===== config.mk =====
export PLATFORM = sky130hd
export DESIGN_NAME = mult_seq_ctrl
export DESIGN_NICKNAME = d
export VERILOG_FILES = /design/src/rtl/mult_ctrl_pkg.sv /design/src/rtl/mult_seq_ctrl.sv
export SDC_FILE = /design/constraint.sdc
export NUM_CORES = 1
export LEC_CHECK = 0
export ABC_AREA = 1
export ABC_CLOCK_PERIOD_IN_PS = 3400
export CAP_MARGIN = 20
export CORE_ASPECT_RATIO = 0.75
export CORE_MARGIN = 2
export CORE_UTILIZATION = 40
export CTS_CLUSTER_DIAMETER = 30
export DETAILED_ROUTE_END_ITERATION = 8
export HOLD_SLACK_MARGIN = 0.1
export PLACE_DENSITY = 0.72
export SLEW_MARGIN = 40
export SYNTH_ARGS = -nofsm -noshare
export SYNTH_HDL_FRONTEND = slang
export SYNTH_SLANG_ARGS = --single-unit

===== constraint.sdc =====
create_clock -name clk -period 3.4 [get_ports clk]
set_input_delay 0.51 -clock clk [delete_from_list [all_inputs] [get_ports clk]]
set_output_delay 0.51 -clock clk [all_outputs]
set_load 0.05 [all_outputs]

===== src/rtl/mult_ctrl_pkg.sv =====
// Shared state encoding and sizing helpers for the serial multiplier sequencer.
package mult_ctrl_pkg;

    typedef enum logic [2:0] {
        ST_IDLE    = 3'd0,
        ST_RECEIVE = 3'd1,
        ST_MSTART  = 3'd2,
        ST_COMPUTE = 3'd3,
        ST_LOAD    = 3'd4,
        ST_OUTPUT  = 3'd5,
        ST_DONE    = 3'd6,
        ST_ERROR   = 3'd7
    } state_t;

    // Spare top bit keeps the terminal compare clear of any wrap.
    function automatic int cnt_width(input int a, input int b, input int c);
        int m;
        m = a;
        if (b > m) m = b;
        if (c > m) m = c;
        return $clog2(m) + 1;
    endfunction

endpackage


===== src/rtl/mult_seq_ctrl.sv =====
// Moore sequencer for SIPO -> multiplier -> PISO, with its own bit counting,
// multiplier watchdog, abort and optional back-to-back restart.
module mult_seq_ctrl
    import mult_ctrl_pkg::*;
#(
    parameter int WIDTH        = 4,
    parameter int IN_BITS      = 2 * WIDTH,
    parameter int OUT_BITS     = 2 * WIDTH,
    parameter int MULT_TIMEOUT = 16,
    parameter int AUTO_RESTART = 0
) (
    input  logic       clk,
    input  logic       reset,
    input  logic       start,
    input  logic       abort,
    input  logic       sipo_valid,
    input  logic       mult_done,
    output logic       sipo_enable,
    output logic       mult_start,
    output logic       mult_enable,
    output logic       piso_load,
    output logic       piso_enable,
    output logic       busy,
    output logic       done,
    output logic       error,
    output logic [2:0] state_o
);

    localparam int CW = cnt_width(IN_BITS, OUT_BITS, MULT_TIMEOUT);
    localparam logic [CW-1:0] IN_LAST  = CW'(IN_BITS - 1);
    localparam logic [CW-1:0] OUT_LAST = CW'(OUT_BITS - 1);
    localparam logic [CW-1:0] TO_LAST  = CW'(MULT_TIMEOUT - 1);

    state_t        state_q, state_d;
    logic [CW-1:0] cnt_q, cnt_d;
    logic          inc;

    always_comb begin
        state_d = state_q;
        inc     = 1'b0;
        case (state_q)
            ST_IDLE:    if (start && !abort) state_d = ST_RECEIVE;
            ST_RECEIVE: begin
                if (sipo_valid) begin
                    if (cnt_q == IN_LAST) state_d = ST_MSTART;
                    else                  inc     = 1'b1;
                end
            end
            ST_MSTART:  state_d = ST_COMPUTE;
            // mult_done beats the watchdog when both land on the last cycle.
            ST_COMPUTE: begin
                if (mult_done)              state_d = ST_LOAD;
                else if (cnt_q == TO_LAST)  state_d = ST_ERROR;
                else                        inc     = 1'b1;
            end
            ST_LOAD:    state_d = ST_OUTPUT;
            ST_OUTPUT: begin
                if (cnt_q == OUT_LAST) state_d = ST_DONE;
                else                   inc     = 1'b1;
            end
            ST_DONE:    state_d = (AUTO_RESTART != 0 && start) ? ST_RECEIVE : ST_IDLE;
            ST_ERROR:   if (start) state_d = ST_IDLE;
            default:    state_d = ST_IDLE;
        endcase

        if (abort && state_q != ST_IDLE && state_q != ST_ERROR) state_d = ST_IDLE;

        // Every state entry restarts the shared counter.
        cnt_d = (state_d != state_q) ? '0 : cnt_q + CW'(inc);
    end

    // Outputs are registered from the next state, so they always equal a decode of state_q.
    always_ff @(posedge clk) begin
        if (reset) begin
            state_q     <= ST_IDLE;
            cnt_q       <= '0;
            sipo_enable <= 1'b0;
            mult_start  <= 1'b0;
            mult_enable <= 1'b0;
            piso_load   <= 1'b0;
            piso_enable <= 1'b0;
            busy        <= 1'b0;
            done        <= 1'b0;
            error       <= 1'b0;
            state_o     <= 3'd0;
        end else begin
            state_q     <= state_d;
            cnt_q       <= cnt_d;
            sipo_enable <= (state_d == ST_RECEIVE);
            mult_start  <= (state_d == ST_MSTART);
            mult_enable <= (state_d == ST_COMPUTE);
            piso_load   <= (state_d == ST_LOAD);
            piso_enable <= (state_d == ST_OUTPUT);
            busy        <= (state_d != ST_IDLE) && (state_d != ST_ERROR);
            done        <= (state_d == ST_DONE);
            error       <= (state_d == ST_ERROR);
            state_o     <= state_d;
        end
    end

endmodule


# Word-level counts from Yosys, hierarchy flattened
# Index checks and enable logic that the tools add are counted.
[totals]
output_inout_bits = 11
word_cells = 53
inputBits = 6
reg_bits = 16
[op_classes]
n_reduce_logical = 9
muxes = 14
addsub = 1
eq_ne = 19
[ops]
columns = ["operator", "n"]
rows = [
  ["$eq 3x3->1 const B", 8],
  ["$mux 3", 8],
  ["$pmux 3 s8", 1],
  ["$eq 3x2->1 const B", 4],
  ["$eq 3x1->1 const B", 2],
  ["$ne 3x3->1 const B", 2],
  ["$reduce_bool 3->1", 2],
  ["$add 5x1->5", 1],
  ["$eq 5x3->1 const B", 1],
  ["$eq 5x4->1 const B", 1],
  ["$logic_and 1x1->1", 4],
  ["$mux 1", 4],
  ["$logic_not 3->1", 1],
  ["$ne 3x3->1", 1],
  ["$pmux 1 s3", 1],
  ["$reduce_or 2->1", 1],
  ["$logic_not 1->1", 1],
]

# Depth between registers and ports, before layout
[depth]
word_depth = 7
mapped_depth = 13

# Worst setup path before layout
# Ideal clock, no wire load.
[synth_timing]
kind = "reg2reg"
start = "register state_q[1]"
end = "register cnt_q[4]"
t_required_ns = 3.284
setup_ns = 0.116
path_stages_with_launch = 12
slack_ns = 1.498
arrival_ns = 1.786
path_cell_list = "dfxtp_1 buf_6 inv_2 nand2_1 nor2_1 o21ai_0 o31ai_1 ha_1 ha_1 nand3_1 xor2_1 nor2_1"
[synth_between]
elab_chain_cells = 6
[synth_rtl]
columns = ["item", "line", "source"]
rows = [
  ["start, declared", "mult_seq_ctrl.sv:34", "state_t state_q, state_d;"],
  ["start signal, assigned", "mult_seq_ctrl.sv:87", "state_q <= state_d;"],
  ["$mux 3, or another cell as far along", "mult_seq_ctrl.sv:53", "else if (cnt_q == TO_LAST) state_d = ST_ERROR;"],
  ["$mux 3, or another cell as far along", "mult_seq_ctrl.sv:52", "if (mult_done) state_d = ST_LOAD;"],
  ["$pmux 3 s8 / $logic_and 1x1->1 (equally long branches)", "mult_seq_ctrl.sv:41, mult_seq_ctrl.sv:66", ""],
  ["$mux 3", "mult_seq_ctrl.sv:66", "if (abort && state_q != ST_IDLE && state_q != ST_ERROR) state_d = ST_IDLE;"],
  ["$ne 3x3->1", "mult_seq_ctrl.sv:69", "cnt_d = (state_d != state_q) ? '0 : cnt_q + CW'(inc);"],
  ["$reduce_or 2->1 (no source line)", "--", ""],
  ["end signal, assigned", "mult_seq_ctrl.sv:88", "cnt_q <= cnt_d;"],
  ["end, declared", "mult_seq_ctrl.sv:35", "logic [CW-1:0] cnt_q, cnt_d;"],
]
# Parallel ways exist; a longest one is shown, timed or not.
# A chain may end at the register's enable or synchronous reset.

==> results.cfg <==
[clock_tree]
cts_htree_levels = 1
post-cts-setup-buffers = 0
cts_buffer_depth = 2
numCtsBuffers = 3
cts-root-buf = clkbuf_4
clkLatencyLatePin_ns = 0.29
cts_hold_buffers = 0
cts.repair.resized = 0
clk_pin_slew_ns = 0.09
cts.sinks = 16
tritoncts = built

[grt]
antenna_found_initial = 0
grt_pass1_vias = 670
grt_max_degree = 10
grt_overflow = 0
grt_usage_pct = 15.1
grt_pass1_wl_mm = 2.79

[timing]
fin_skew_ns = 0.00256
max_freq_mhz = 448
setup_tns_ns = 0
relSlewSlack_pct = 67.1
setup_violations = 0
rsz0062_at_grt = no
finalHoldViolations = 0
post-route-period-util_pct = 65.6
drv_slew = 0
worstMarginPinSlew_ns = 0.493
final_period_minus_worst_setup_slack_ns = 2.23

[setup_path]
cp_cell_sequence = clkdlybuf4s50_1
crit_path_end_kind = primary output
cp_slowest_cell = clkdlybuf4s50_1
reg2reg_from = state_q[1]
crit_buf_inv = 1
rr_worst_depth = 10
path_max_fanout = 9
critPathMaxStageDelay_ns = 0.88
crit_type = reg -> out
arrival_ns = 1.72
crit_cells = 1
start_kind = register
critical_path_required_ns = 2.89
critPathTopFamily = buffers and inverters
startpoint = state_q[2]

[synthesis]
yosys.area_share.adder_pct = 3.01
syn-num-nets = 124
synth_xor_area_share_pct = 3.16
syn_avg_cell_area_um2 = 7.17
synth_top_family_by_area = simple AND/OR/NAND/NOR gates
synth_warnings = 0
syn_inst = 116
yosysSeqAreaShare_pct = 38.5
synth_compound_area_share_pct = 6.32
synth.area.mux_share_pct = 0
syn_area_um2 = 832
synthSimpleGateAreaFrac_pct = 40.0
ys_ff_latch = 16
ys_types = 21

[final_layout]
diodes = 0
area_growth_pct = 24.5
final_nets = 143
multi_input_area_um2 = 437
final_common_cell = nand2_1
most-common-layout-cells = 28 x nand2_1, 21 x nor2_1, 16 x dfxtp_1, 16 x clkdlybuf4s50_1, 11 x inv_1
final_layout_size_suffix_gt1_share_pct = 15.7
n_fill_cell = 202
seqCellArea_um2 = 320
final_cells = 158

[power]
leakage_nw = 0.454
combPwrFrac_pct = 13.2
swShare_pct = 25.7
p_per_area_mw_per_mm2 = 356
p_clk_share_pct = 34.5
p_switching_mw = 0.0949
seqPwrFrac_pct = 52.3
p_int_mw = 0.274
ir_drop_mv = 0.160

[run]
cap_violations = 0

[floorplan]
rows = 14
io_pins = 17
die-area_mm2 = 0.00246
initial_core_util_pct = 42.0
dieHeight_um = 43.5
fp.dieW_um = 56.7
core_area_mm2 = 0.00198

[detailed_routing]
routed_wl_mm = 1.68
drt_iter0_markers = 11
ant_nets = 0
dr.pass1.iters = 4
wl_per_cell_um = 10.6
routed-via-count = 771
routed_via_density = 4.88
drc = 0

[run_status]
status = finished, final reports clean

[placement]
dp.cells = 154
hpwlAfterDp_mm = 1.32
gp_congestion = 0.888
port_buffers = 16

[hold_path]
min_path_cells = 2
hp-class = reg -> reg
hp-start = cnt_q[4]
## through the flow
stage	total power [mW]	cell area, µm²	hold slack [ns]	utilization [%]	worst slack, ns
2_1_floorplan	0.229	832	0.494	-	1.50
3_3_place_gp	0.246	1000	0.510	50.5	1.36
3_5_place_dp	0.246	1000	0.544	50.5	1.27
4_1_cts	0.371	1040	0.567	52.3	1.17
5_1_grt	0.382	1040	0.610	52.3	1.10
6_report	0.369	1040	0.561	52.3	1.17
## cell usage after synthesis
library cell	instances	area (µm²)
nor2_4	1	11.3
buf_6	2	22.5
inv_2	3	11.3
nand2_2	4	25.0
o31ai_1	1	7.51
o21ai_2	2	17.5
nand3_2	4	40.0
nor2_2	2	12.5
ha_1	2	25.0
a21oi_1	2	10.0
xnor2_1	1	8.76
inv_1	11	41.3
nand3_1	10	50.1
xor2_1	2	17.5
o21ai_1	1	5.00
dfxtp_1	16	320
o21ai_0	1	5.00
nand2_1	28	105
nor3_2	1	10.0
nor2_1	21	78.8
o211ai_1	1	7.51
## power by group through the flow
stage / Sequential [mW] / Clock [mW] / Combinational (mW)
finish: 0.193 / 0.127 / 0.0487
global route: 0.194 / 0.135 / 0.0533
CTS: 0.193 / 0.129 / 0.0489
detailed placement: 0.197 / 0 / 0.0488
global placement: 0.198 / 0 / 0.0481
floorplan: 0.206 / 0 / 0.0228
## per-layer routing
layer  GRT usage (%)  wire length, µm  up-vias
met2            25.1              776       29
met3            3.28              123        2
met4            8.57               19        0
met5               0                0        -
met1            18.3              763      342
li1                -                -      398
## state kept, by name, indices dropped and copies added, names as in the netlist
signal / cells
cnt_q: 5
state_q: 3
busy: 1
done: 1
error: 1
mult_enable: 1
mult_start: 1
piso_enable: 1
piso_load: 1
sipo_enable: 1
## logic make-up (layout without fill, tap and decap cells)
family | after synthesis | count (layout)
simple gates | 71 | 71
compound gates | 8 | 8
flops | 16 | 16
xor+xnor | 3 | 3
buf+inv | 16 | 34
fa+ha+maj | 2 | 2
## worst paths after layout
check,to,slack (ns)
setup reg to reg,cnt_q[4],1.61
hold reg to reg,cnt_q[4],0.56
hold / removal,cnt_q[4],0.56
setup / recovery,state_o[2],1.17
## final cells by class
| cell class | instances | area share (%) |
|---|---|---|
| Multi-Input combinational cell | 84 | 42.1 |
| Sequential cell | 16 | 30.9 |
| Timing Repair Buffer | 16 | 15.5 |
| Inverter | 14 | 5.07 |
| Clock buffer | 4 | 3.50 |
| Tap cell | 24 | 2.90 |
(Power assumes the default switching activity.)
